===== config.mk =====
export PLATFORM = sky130hd
export DESIGN_NAME = fx2_ep_scheduler
export DESIGN_NICKNAME = d
export VERILOG_FILES = /design/src/rtl/fx2_ep_scheduler.sv
export SDC_FILE = /design/constraint.sdc
export NUM_CORES = 1
export LEC_CHECK = 0
export BUFFER_PORTS_ARGS = -buffer_cell sky130_fd_sc_hd__buf_2
export CORE_ASPECT_RATIO = 0.8
export CORE_MARGIN = 10
export CORE_UTILIZATION = 45
export DETAILED_ROUTE_END_ITERATION = 10
export MAX_ROUTING_LAYER = met4
export PLACE_DENSITY_LB_ADDON = 0.25
export RECOVER_POWER = 25
export SLEW_MARGIN = 20
export SYNTH_ARGS = -nofsm -noshare
export SYNTH_HDL_FRONTEND = slang
export SYNTH_SLANG_ARGS = --single-unit

===== constraint.sdc =====
create_clock -name IFCLK -period 2.6 [get_ports IFCLK]
set_clock_uncertainty 0.1 [all_clocks]
set_input_delay 0.65 -clock IFCLK [delete_from_list [all_inputs] [get_ports IFCLK]]
set_output_delay 0.65 -clock IFCLK [all_outputs]
set_load 0.05 [all_outputs]

===== src/rtl/fx2_ep_scheduler.sv =====
// Endpoint scheduler for the FX2 slave-FIFO bus: picks EP2 / EP6 / EP4, settles FIFO_ADR,
// qualifies flags against local FIFO levels and hands one burst at a time to the bus engine.
module fx2_ep_scheduler #(
  parameter int unsigned RX_BURST_SZ   = 64,
  parameter int unsigned TX_BURST_SZ   = 256,
  parameter int unsigned SP_BURST_SZ   = 64,
  parameter int unsigned RFSZ          = 11,
  parameter int unsigned TFSZ          = 12,
  parameter int unsigned SFSZ          = 10,
  parameter int unsigned RX_HIGH_WATER = 1512,
  parameter int unsigned TX_WEIGHT     = 4,
  parameter int unsigned ADR_SETTLE    = 1,
  parameter int unsigned BUSY_TIMEOUT  = 4096,
  localparam int unsigned MAX_RT       = (RX_BURST_SZ > TX_BURST_SZ) ? RX_BURST_SZ : TX_BURST_SZ,
  localparam int unsigned MAX_BURST    = (MAX_RT > SP_BURST_SZ) ? MAX_RT : SP_BURST_SZ,
  localparam int unsigned LSZ          = $clog2(MAX_BURST + 1)
) (
  input  logic            IFCLK,
  input  logic            IF_rst,
  input  logic            FLAGA,
  input  logic            FLAGB,
  input  logic            FLAGC,
  input  logic [RFSZ-1:0] Rx_fifo_used,
  input  logic            Rx_fifo_full,
  input  logic [TFSZ-1:0] Tx_fifo_used,
  input  logic            Tx_fifo_full,
  input  logic [SFSZ-1:0] Sp_fifo_used,
  input  logic            Sp_fifo_full,
  output logic [1:0]      FIFO_ADR,
  output logic            xfer_start,
  output logic [1:0]      xfer_src,
  output logic            xfer_dir,
  output logic [LSZ-1:0]  xfer_len,
  input  logic            xfer_done,
  output logic            busy,
  output logic            err_timeout
);

  localparam logic [2:0] S_IDLE  = 3'd0;
  localparam logic [2:0] S_ADDR  = 3'd1;
  localparam logic [2:0] S_WAIT  = 3'd2;
  localparam logic [2:0] S_CHECK = 3'd3;
  localparam logic [2:0] S_START = 3'd4;
  localparam logic [2:0] S_BUSY  = 3'd5;
  localparam logic [2:0] S_NEXT  = 3'd6;

  localparam logic [1:0] SRC_RX = 2'd0;
  localparam logic [1:0] SRC_TX = 2'd1;
  localparam logic [1:0] SRC_SP = 2'd2;

  localparam logic [1:0] ADR_EP2 = 2'b00;
  localparam logic [1:0] ADR_EP4 = 2'b01;
  localparam logic [1:0] ADR_EP6 = 2'b10;

  localparam int unsigned CW = $clog2(TX_WEIGHT + 1);
  localparam int unsigned SW = $clog2(ADR_SETTLE + 1);
  localparam int unsigned BW = $clog2(BUSY_TIMEOUT + 1);

  localparam logic [RFSZ:0]  RX_HW    = (RFSZ + 1)'(RX_HIGH_WATER);
  localparam logic [TFSZ:0]  TX_MIN   = (TFSZ + 1)'(TX_BURST_SZ);
  localparam logic [SFSZ:0]  SP_MIN   = (SFSZ + 1)'(SP_BURST_SZ);
  localparam logic [CW-1:0]  CRED_MAX = CW'(TX_WEIGHT);
  localparam logic [SW-1:0]  SETTLE_L = SW'(ADR_SETTLE - 1);
  localparam logic [BW-1:0]  BUSY_L   = BW'(BUSY_TIMEOUT - 1);

  logic [2:0]     state_q, state_d;
  logic           slot_q, slot_d;        // 0: RX slot, 1: to-PC slot
  logic           alt_q, alt_d;          // to-PC slot already fell back to the alternate
  logic [1:0]     cand_q, cand_d;
  logic [CW-1:0]  tx_credit_q, tx_credit_d;
  logic [SW-1:0]  settle_q, settle_d;
  logic [BW-1:0]  busy_cnt_q, busy_cnt_d;
  logic [1:0]     fifo_adr_q, fifo_adr_d;
  logic [1:0]     xfer_src_q, xfer_src_d;
  logic           xfer_dir_q, xfer_dir_d;
  logic [LSZ-1:0] xfer_len_q, xfer_len_d;
  logic           err_q, err_d;

  logic [RFSZ:0] rx_level;
  logic [TFSZ:0] tx_level;
  logic [SFSZ:0] sp_level;
  logic          rx_rdy, tx_rdy, sp_rdy, cand_rdy;
  logic [1:0]    primary, addr_cand, addr_adr;
  logic [LSZ-1:0] cand_len;

  // The full bit on top keeps a wrapped used count reading as maximum level.
  assign rx_level = {Rx_fifo_full, Rx_fifo_used};
  assign tx_level = {Tx_fifo_full, Tx_fifo_used};
  assign sp_level = {Sp_fifo_full, Sp_fifo_used};

  assign rx_rdy = FLAGA && (rx_level < RX_HW);
  assign tx_rdy = FLAGC && (tx_level >= TX_MIN);
  assign sp_rdy = FLAGB && (sp_level >= SP_MIN);

  assign primary   = (tx_credit_q != '0) ? SRC_TX : SRC_SP;
  assign addr_cand = alt_q ? cand_q : (slot_q ? primary : SRC_RX);

  always_comb begin
    addr_adr = ADR_EP2;
    case (addr_cand)
      SRC_TX:  addr_adr = ADR_EP6;
      SRC_SP:  addr_adr = ADR_EP4;
      default: addr_adr = ADR_EP2;
    endcase
  end

  always_comb begin
    cand_rdy = 1'b0;
    cand_len = LSZ'(RX_BURST_SZ);
    case (cand_q)
      SRC_TX: begin
        cand_rdy = tx_rdy;
        cand_len = LSZ'(TX_BURST_SZ);
      end
      SRC_SP: begin
        cand_rdy = sp_rdy;
        cand_len = LSZ'(SP_BURST_SZ);
      end
      default: begin
        cand_rdy = rx_rdy;
        cand_len = LSZ'(RX_BURST_SZ);
      end
    endcase
  end

  always_comb begin
    state_d     = state_q;
    slot_d      = slot_q;
    alt_d       = alt_q;
    cand_d      = cand_q;
    tx_credit_d = tx_credit_q;
    settle_d    = settle_q;
    busy_cnt_d  = busy_cnt_q;
    fifo_adr_d  = fifo_adr_q;
    xfer_src_d  = xfer_src_q;
    xfer_dir_d  = xfer_dir_q;
    xfer_len_d  = xfer_len_q;
    err_d       = err_q;

    case (state_q)
      S_IDLE: state_d = S_ADDR;
      S_ADDR: begin
        cand_d     = addr_cand;
        fifo_adr_d = addr_adr;
        settle_d   = SETTLE_L;
        state_d    = S_WAIT;
      end
      S_WAIT: begin
        if (settle_q == '0) begin
          state_d = S_CHECK;
        end else begin
          settle_d = settle_q - SW'(1);
        end
      end
      S_CHECK: begin
        if (cand_rdy) begin
          xfer_src_d = cand_q;
          xfer_dir_d = (cand_q != SRC_RX);
          xfer_len_d = cand_len;
          state_d    = S_START;
        end else if (slot_q && !alt_q) begin
          alt_d   = 1'b1;
          cand_d  = (cand_q == SRC_TX) ? SRC_SP : SRC_TX;
          state_d = S_ADDR;
        end else begin
          state_d = S_NEXT;
        end
      end
      S_START: begin
        busy_cnt_d = '0;
        state_d    = S_BUSY;
      end
      S_BUSY: begin
        if (xfer_done) begin
          state_d = S_NEXT;
          if (xfer_src_q == SRC_TX) begin
            if (tx_credit_q != '0) tx_credit_d = tx_credit_q - CW'(1);
          end else if (xfer_src_q == SRC_SP) begin
            tx_credit_d = CRED_MAX;
          end
        end else if (busy_cnt_q == BUSY_L) begin
          err_d   = 1'b1;
          state_d = S_NEXT;
        end else begin
          busy_cnt_d = busy_cnt_q + BW'(1);
        end
      end
      S_NEXT: begin
        slot_d  = ~slot_q;
        alt_d   = 1'b0;
        state_d = S_ADDR;
      end
      default: state_d = S_IDLE;
    endcase
  end

  always_ff @(posedge IFCLK or posedge IF_rst) begin
    if (IF_rst) begin
      state_q     <= S_IDLE;
      slot_q      <= 1'b0;
      alt_q       <= 1'b0;
      cand_q      <= SRC_RX;
      tx_credit_q <= CRED_MAX;
      settle_q    <= '0;
      busy_cnt_q  <= '0;
      fifo_adr_q  <= ADR_EP2;
      xfer_src_q  <= SRC_RX;
      xfer_dir_q  <= 1'b0;
      xfer_len_q  <= '0;
      err_q       <= 1'b0;
    end else begin
      state_q     <= state_d;
      slot_q      <= slot_d;
      alt_q       <= alt_d;
      cand_q      <= cand_d;
      tx_credit_q <= tx_credit_d;
      settle_q    <= settle_d;
      busy_cnt_q  <= busy_cnt_d;
      fifo_adr_q  <= fifo_adr_d;
      xfer_src_q  <= xfer_src_d;
      xfer_dir_q  <= xfer_dir_d;
      xfer_len_q  <= xfer_len_d;
      err_q       <= err_d;
    end
  end

  assign FIFO_ADR    = fifo_adr_q;
  assign xfer_start  = (state_q == S_START);
  assign busy        = (state_q == S_START) || (state_q == S_BUSY);
  assign xfer_src    = xfer_src_q;
  assign xfer_dir    = xfer_dir_q;
  assign xfer_len    = xfer_len_q;
  assign err_timeout = err_q;

endmodule

==> results of run 1 <==
==> worst max-delay path: stages, from the launching register on <==
cell and delay, ns:
dfrtp_1 0.40, inv_1 0.14, ha_1 0.28, nand3b_1 0.18
o311ai_2 0.58, nand2_1 0.29, mux2_2 0.33
==> power by group <==
group          leakage [nW]  internal, W  switching (W)
Clock                0.0515     0.000241       0.000173
Sequential            0.391     0.000612       0.000119
Combinational         0.584     0.000324       0.000592
Total                  1.03      0.00118       0.000885
==> final timing paths <==
path / start / end / slack (ns) / cells past startpoint
setup / recovery: cand_q[0] / xfer_src[1] / 0.20 / 6
hold / removal: err_timeout / err_timeout / 0.36 / 1
setup reg to reg: cand_q[0] / xfer_src[1] / 0.20 / 6
hold reg to reg: err_timeout / err_timeout / 0.36 / 1
max in group asynchronous: IF_rst / tx_credit_q[0] / 0.64 / 3
min in group asynchronous: IF_rst / err_timeout / 0.81 / 3
==> flip-flops by register name (all words and copies together), names as in the netlist <==
name,flops
FIFO_ADR,2
alt_q,1
busy_cnt_q,13
cand_q,2
err_timeout,1
slot_q,1
state_q,3
tx_credit_q,3
xfer_dir,1
xfer_len,2
xfer_src,2
==> final cells by class <==
class	instances	area, um^2	share of cell area (%)
well taps	55	68.8	3.28
inverters	13	48.8	2.33
clock buffers	8	100	4.77
multi-input cells	146	898	42.8
repair buffers	39	204	9.73
flip-flops and latches	31	777	37.1
==> routing by layer <==
metal	track usage, %	share of wire, %
met1	14.9	51
met2	16.4	42
met3	3.54	5.6
met4	4.76	1.7
met5	-	0
==> cells by family (layout without fill, tap and decap cells) <==
family / Yosys count / after routing / synth area share [%]
simple gates: 76 / 76 / 21.1
compound gates: 46 / 46 / 17.0
flops: 31 / 31 / 43.9
buf+inv: 25 / 60 / 7.07
mux: 10 / 10 / 5.94
fa+ha+maj: 6 / 6 / 4.24
other cells: 1 / 7 / 0.212
xor+xnor: 1 / 1 / 0.495
==> metrics by stage <==
stage,hold WS (ns),setup WS [ns]
finish,0.365,0.197
global route,0.397,0.0199
CTS,0.351,0.189
detailed placement,0.359,0.0323
global placement,0.353,0.0249
floorplan,0.348,0.260
==> placed cells by master, fill, tap and decap left out, types with 2 or more instances in the layout <==
| cell | instances |
|---|---|
| o21ai_0 | 23 |
| a31o_2 | 2 |
| a21oi_1 | 5 |
| a31oi_1 | 2 |
| mux2i_1 | 6 |
| nand2b_1 | 5 |
| o211ai_1 | 2 |
| clkbuf_8 | 7 |
| mux2_2 | 4 |
| or4_1 | 3 |
| inv_1 | 13 |
| nand3_1 | 11 |
| buf_4 | 4 |
| o2111ai_1 | 2 |
| nand4_1 | 2 |
| nor3_1 | 3 |
| nor2b_1 | 3 |
| nand3b_1 | 3 |
| nand2_1 | 24 |
| nor2_1 | 14 |
| ha_1 | 6 |
| buf_2 | 34 |
| clkbuf_1 | 2 |
| and3_1 | 4 |
| dfrtp_1 | 30 |
| conb_1 | 7 |
| o31ai_1 | 4 |
==> results.md, run 1 <==
- Post-detail-place hpwl: 2.89 mm
- Htree depth: 2
- Post-Syn Area: 0.00177 mm^2
- # Post-CTS Setup Buffers: 0
- Antenna cells: 0
- Clk sinks: 31
- Final setup violation count: 0
- Most instantiated cells after synthesis: dfrtp_1, nand2_1, o21ai_0, nor2_1, inv_1
- Layout Utilization: 55.1%
- Max-Cap Viols: 1
- Share of the synthesized area in the top cell type: 42.4%
- Most frequent cell after synthesis: dfrtp_1
- Post-synth EDFFs: 0
- WL final: 3.77 mm
- Hold Vio Cnt, Final: 0
- Post-Layout Cell Count: 292
- Total number of vias: 1491
- Drt pass-1 iters: 4
- DRC: 0
- Hold WC Path Type: register to register
- I/O Buffers: 34
- Fillers: 389
- Leakage Power: 1.03 nW
- Initial antenna violation count: 0
- Hold buffers post-CTS: 0
- Clock Path Buffers: 2
- Worst-path clk slew: 0.07 ns
- GP Congestion: 0.814
- Worst vdd ir: 394 uV
- First-pass GRT wire length: 6.62 mm
- Synthesized area per cell: 9.03 um^2
- Synthesis-to-finish area growth: 18.4%
- Synth area leader: dfrtp_1
- Total congestion overflow: 0
- Post-route setup TNS: 0 ns
- Relative slew slack: -7.71%
- Die W: 90.1 um
- I/O pins: 59
- FP Rows: 20
- Critical Path Start Type: register
- Layout net count: 284
- Final Cycle Share: 92.4%
- Status: finished, violations left
- Mapped Cells: 196
- Crit path time final: 2.40 ns
- Number of global-route vias before repair: 1486
- Inserted Clock Buffers: 5
- Yosys warns: 0
- Core ar.: 0.00380 mm^2
- Synth area leaders: dfrtp_1, o21ai_0, nand2_1
- Yosys cell types: 38
- Fmax: 0.416 GHz
- CTS tree: built
- Total power: 0.00206 W
- Final Max Slew Viols: 32
- Pin count of the biggest net entering global routing: 32
- Seq cells post-synth: 31
- DRT iter0 DRCs: 72
- Via density: 5.11
- Dominant synthesized flop cell: dfrtp_1
- Gr usage total: 11.6%
- Die area: 0.00686 mm^2
- Dpl cell area: 0.00200 mm^2
- Req. time, crit path: 2.66 ns
- Initial Utilization: 46.5%
- Drt wl/cell: 12.9 um
- Failing checks: capacitance limit, slew limit
- CP Capture Type: register
- Root Buffer: clkbuf_8
- Sequential fraction of the synthesis area: 43.9%
- Worst-margin pin slew: 1.62 ns
- Resize count post-CTS: 0
- Async S/R FF share, synth: 100%
- Share of layout cells above drive strength 1: 23.2%
- Clock Latency Late Sink: 0.28 ns
- Remaining antenna violation count after routing: 0
- PD cells: 983 mW/mm^2
- Max FO, Critical Path: 7
- Die Ht: 76.1 um
- Arrival time worst endpoint: 2.46 ns
- WS Path Type: register to register
- Placed Cells: 284
- Design area: 0.00210 mm^2
- RSZ-0062 raised after global routing: false
(Power assumes the default switching activity.)
==> run 2, diff against run 1 <==
--- a/config.mk
+++ b/config.mk
@@ -5,13 +5,14 @@
 export SDC_FILE = /design/constraint.sdc
 export NUM_CORES = 1
 export LEC_CHECK = 0
+export ABC_AREA = 1
 export BUFFER_PORTS_ARGS = -buffer_cell sky130_fd_sc_hd__buf_2
 export CORE_ASPECT_RATIO = 0.8
 export CORE_MARGIN = 10
 export CORE_UTILIZATION = 45
 export DETAILED_ROUTE_END_ITERATION = 10
 export MAX_ROUTING_LAYER = met4
-export PLACE_DENSITY_LB_ADDON = 0.25
+export PLACE_DENSITY = 0.72
 export RECOVER_POWER = 25
 export SLEW_MARGIN = 20
 export SYNTH_ARGS = -nofsm -noshare
==> results.md, run 2 <==
- Status: finished, violations left
- I/O Buffers: 34
- Most instantiated cells after synthesis: nand2_1, dfrtp_1, inv_1, nor2_1, nand3_1
- Fmax: 0.430 GHz
- Synthesized area per cell: 7.78 um^2
- Final Max Slew Viols: 32
- Setup slack, reg-to-reg: 0.72 ns
- Synth area leaders: dfrtp_1, nand2_1, inv_1
- Critical path's largest stage delay: 0.48 ns
- Post-synth EDFFs: 0
- Synthesis-to-finish area growth: 14.9%
- Post-detail-place hpwl: 3.01 mm
- FP Rows: 20
- Arrival time worst endpoint: 1.58 ns
- Remaining antenna violation count after routing: 0
- Max FO, Critical Path: 10
- Worst-path clk slew: 0.06 ns
- WL final: 3.89 mm
- Drt wl/cell: 11.7 um
- Die W: 91.7 um
- Clock Latency Late Sink: 0.28 ns
- PD cells: 914 mW/mm^2
- Placed Cells: 324
- DRC: 0
- Clock Path Buffers: 2
- Layout net count: 324
- RSZ-0062 raised after global routing: false
- Worst path bufs/invs: 2
- Worst-margin pin slew: 1.63 ns
- Initial Utilization: 47.7%
- Layout Utilization: 54.8%
- Post-synthesis xor/xnor area fraction: 3.79%
- Worst vdd ir: 569 uV
- Most common cell after layout, fill and taps aside: nand2_1
- R2r endpoint: xfer_len[6]
- Req. time, crit path: 1.85 ns
- Crit-path slowest cell: dfrtp_1
- Die area: 0.00709 mm^2
- Drt pass-1 iters: 4
- Leakage Power: 1.09 nW
- Compound-cell area share of the yosys netlist: 11.0%
- Hold Vio Cnt, Final: 0
- Final setup violation count: 0
- Post-route setup TNS: 0 ns
- Synth area leader: dfrtp_1
- Top Registers: busy_cnt_q: 13 flops, state_q: 3 flops, tx_credit_q: 3 flops
- Clk sinks: 31
- Total number of vias: 1545
- Hold buffers post-CTS: 0
- Core ar.: 0.00388 mm^2
- Antenna cells: 0
- Dominant synthesized flop cell: dfrtp_1
- Yosys cell types: 36
- Die Ht: 77.4 um
- FF/Latch Area: 777 um^2
- I/O pins: 59
- Family with the most delay on the worst path: flip-flops
- Async S/R FF share, synth: 100%
- Fillers: 379
- R2R cell count: 8
- Max reg flops: 13
- WS Path Type: register to primary output
- Failing checks: capacitance limit, slew limit
- DRT iter0 DRCs: 87
- Crit path time final: 2.33 ns
- Relative slew slack: -8.96%
- Yosys warns: 0
- Hold Startpoint: err_timeout
- Adder-cell share of the synthesized area: 4.06%
- Post-Layout Cell Count: 332
- Largest family of logic cells by synthesized area: simple AND/OR/NAND/NOR gates
- CP Capture Type: primary output
- Commonest non-fill, non-tap cells in the layout: nand2_1, buf_2, dfrtp_1
- # Post-CTS Setup Buffers: 0
- Mapped Cells: 238
- Max-Cap Viols: 1
- End of the worst hold path: err_timeout
- Footprint of the multi-input gates: 912 um^2
- GP Congestion: 0.854
- Gr usage total: 11.9%
- Most frequent cell after synthesis: nand2_1
- Hold WC Path Type: register to register
- Sequential fraction of the synthesis area: 42.0%
- Htree depth: 2
- Root Buffer: clkbuf_8
- Share of layout cells above drive strength 1: 20.2%
- CTS tree: built
- Critical Path Start Type: register
- Critical-path cell list: nor3_4, inv_2, nand2_1, buf_2
- Total congestion overflow: 0
- Via density: 4.65
- Reg-to-reg critical path startpoint: cand_q[0]
- Simple-gate area share of the yosys netlist: 28.5%
- Hold path depth: 1
- Post-Syn Area: 0.00185 mm^2
- Share of the synthesized area in the top cell type: 40.6%
- Resize count post-CTS: 0
- Inserted Clock Buffers: 5
- Seq cells post-synth: 31
- Top reg by flops: busy_cnt_q
- Number of global-route vias before repair: 1533
- Pin count of the biggest net entering global routing: 32
- Multiplexer share of the synthesized area: 0%
- First-pass GRT wire length: 6.82 mm
- WP depth: 4
- Initial antenna violation count: 0
- Final Cycle Share: 89.4%
[run 2: cell types whose count changed in the layout (fill, tap and decap cells not counted), moves of 5 or more]
cell and change:
nor2_1 +13, nand2_1 +33, nand2b_1 -5, inv_1 +15, o21ai_0 -9, xor2_1 +7
nand3_1 +9, mux2i_1 -6
[run 2: stage by stage]
stage	hold slack, ns	total power [W]	setup slack, ns	area, um^2
after detailed placement	0.356	0.00159	0.583	2050
after CTS	0.349	0.00196	0.267	2130
after floorplan	0.342	0.00141	0.256	1880
after global routing	0.379	0.00210	0.188	2130
final	0.368	0.00194	0.275	2130
after global placement	0.354	0.00157	0.587	2050
[run 2: layout make-up]
class,instances,area share (%)
inverter,30,5.30
clock inverter,1,0.235
timing repair buffer,35,8.18
multi-input combinational,173,42.9
sequential,31,36.6
tap,55,3.24
clock buffer,7,3.59
[run 2: cell families after synthesis]
kind of cell / Yosys count
and+or+nand+nor: 118
buffers and inverters: 40
AOI/OAI and AO/OA: 34
DFF: 31
xor gates and xnor gates: 8
adders and majority gates: 6
other: 1
[run 2: how the worst max path moves through the flow]
stage,startpoint,end
detailed placement,state_q[1],busy
global placement,state_q[1],busy
CTS,state_q[1],busy
global route,state_q[1],busy
floorplan,state_q[1],busy
finish,state_q[1],busy
[run 2: where the power goes]
group	switching, W	internal (W)	leakage (nW)
Sequential	0.000126	0.000617	0.404
Combinational	0.000594	0.000241	0.644
Clock	0.000177	0.000188	0.0422
[run 2: layer usage]
metal  up-vias  wire length (um)  GRT usage [%]
li1        822                 -              -
met1       663              2100           16.1
met2        53              1500           15.7
met3         7               217           3.56
met4         0                69           5.54
met5         -                 0              -
==> run 3, diff against run 2 <==
--- a/config.mk
+++ b/config.mk
@@ -12,8 +12,8 @@
 export CORE_UTILIZATION = 45
 export DETAILED_ROUTE_END_ITERATION = 10
 export MAX_ROUTING_LAYER = met4
-export PLACE_DENSITY = 0.72
-export RECOVER_POWER = 25
+export PLACE_DENSITY = 0.71
+export RECOVER_POWER = 50
 export SLEW_MARGIN = 20
 export SYNTH_ARGS = -nofsm -noshare
 export SYNTH_HDL_FRONTEND = slang
==> results.md, run 3 (same netlist as run 2, synthesis figures left out) <==
- Hold WC Path Type: register to register
- Commonest non-fill, non-tap cells in the layout: nand2_1, buf_2, dfrtp_1
- Arrival time worst endpoint: 1.56 ns
- Pin count of the biggest net entering global routing: 32
- Drt wl/cell: 11.7 um
- CTS tree: built
- Clk sinks: 31
- Synthesis-to-finish area growth: 14.9%
- # Post-CTS Setup Buffers: 0
- Clock Latency Late Sink: 0.29 ns
- Total number of vias: 1570
- Layout Utilization: 54.8%
- Worst-path clk slew: 0.06 ns
- First-pass GRT wire length: 6.68 mm
- Max-Cap Viols: 1
- Number of global-route vias before repair: 1499
- Part of the power in registers: 37.9%
- CP Capture Type: primary output
- Post-route setup TNS: 0 ns
- Clock group share of total power: 19.7%
- Placed Cells: 324
- WL final: 3.89 mm
- Internal power: 0.00107 W
- Final Cycle Share: 88.8%
- Share of layout cells above drive strength 1: 19.9%
- Layout net count: 324
- Relative slew slack: -11.1%
- Net Sw Power: 0.000896 W
- Post-detail-place hpwl: 3.01 mm
- Max reg flops: 13
- Initial Utilization: 47.7%
- Post-Layout Cell Count: 332
- Reg-to-reg critical path startpoint: busy_cnt_q[0]
- FF/Latch Area: 777 um^2
- Die area: 0.00709 mm^2
- Gate power share: 42.4%
- Status: finished, violations left
- PD cells: 925 mW/mm^2
- Fmax: 0.433 GHz
- Hold Startpoint: err_timeout
- Max FO, Critical Path: 10
- Remaining antenna violation count after routing: 0
- Hold Vio Cnt, Final: 0
- Gr usage total: 11.6%
- Clock Path Buffers: 2
- WS Path Type: register to primary output
- Req. time, crit path: 1.85 ns
- Setup crit start: state_q[1]
- Hold buffers post-CTS: 0
- I/O Buffers: 34
- GP Congestion: 0.843
- DRT iter0 DRCs: 92
- Top reg by flops: busy_cnt_q
- Most common cell after layout, fill and taps aside: nand2_1
- Drt pass-1 iters: 4
- Worst-margin pin slew: 1.67 ns
- Switching share of power: 45.6%
- Footprint of the multi-input gates: 902 um^2
- Die W: 91.7 um
- Resize count post-CTS: 0
- Die Ht: 77.4 um
- Fillers: 378
- Htree depth: 2
- Initial antenna violation count: 0
- RSZ-0062 raised after global routing: false
- Final Max Slew Viols: 32
- Crit path time final: 2.31 ns
- Top Registers: busy_cnt_q: 13 flops, state_q: 3 flops, tx_credit_q: 3 flops
- Antenna cells: 0
- Core ar.: 0.00388 mm^2
- Total congestion overflow: 0
- Final setup violation count: 0
- Critical Path Start Type: register
- DRC: 0
- FP Rows: 20
- Leakage Power: 1.09 nW
- I/O pins: 59
- Worst vdd ir: 401 uV
- Failing checks: capacitance limit, slew limit
- Root Buffer: clkbuf_8
- Inserted Clock Buffers: 5
- Via density: 4.73
## run 3: cell counts in the layout (fill, tap and decap cells not counted)
No cell type changed its count.
## run 3: final timing paths
check / endpoint / slack, ns / cells past startpoint
worst max-delay path: busy / 0.29 / 4
worst min register to register: err_timeout / 0.36 / 1
max in group asynchronous: busy_cnt_q[1] / 0.59 / 3
min in group asynchronous: xfer_len[8] / 0.84 / 3
worst min-delay path: err_timeout / 0.36 / 1
worst max register to register: busy_cnt_q[9] / 0.59 / 10
## run 3: layer usage
metal | GRT usage, % | part of all wire (%) | wire length, um
met2 | 15.2 | 39 | 1520
met4 | 5.08 | 1.8 | 69
met3 | 3.56 | 6.4 | 248
met1 | 15.9 | 53 | 2050
met5 | - | 0 | 0
## run 3: power groups by stage
stage               sequential, W  clock, W  combinational [W]
finish                   0.000745  0.000388           0.000834
global route             0.000767  0.000417           0.000945
CTS                      0.000744  0.000397           0.000842
detailed placement       0.000753         0           0.000838
global placement         0.000745         0           0.000828
floorplan                0.000870         0           0.000539
## run 3: through the flow
stage	hold slack, ns	worst slack (ns)	instance area, um^2	power, W
after floorplan	0.342	0.256	1880	0.00141
after global placement	0.351	0.589	2050	0.00157
after detailed placement	0.354	0.597	2050	0.00159
after CTS	0.349	0.287	2140	0.00198
after global routing	0.388	0.190	2130	0.00213
final	0.362	0.290	2130	0.00197
## run 3: cell type report
type                       instances  share of cell area (%)
clock buffer                       7                    4.06
clock inverter                     1                   0.235
inverter                          30                    5.30
multi-input combinational        173                    42.4
sequential                        31                    36.6
tap                               55                    3.24
timing repair buffer              35                    8.18
## run 3: critical path, cell delays in order, from the launching register on
cell and delay, ns:
dfrtp_1 0.48, nor3_4 0.26, inv_2 0.13, nand2_1 0.12, buf_2 0.28
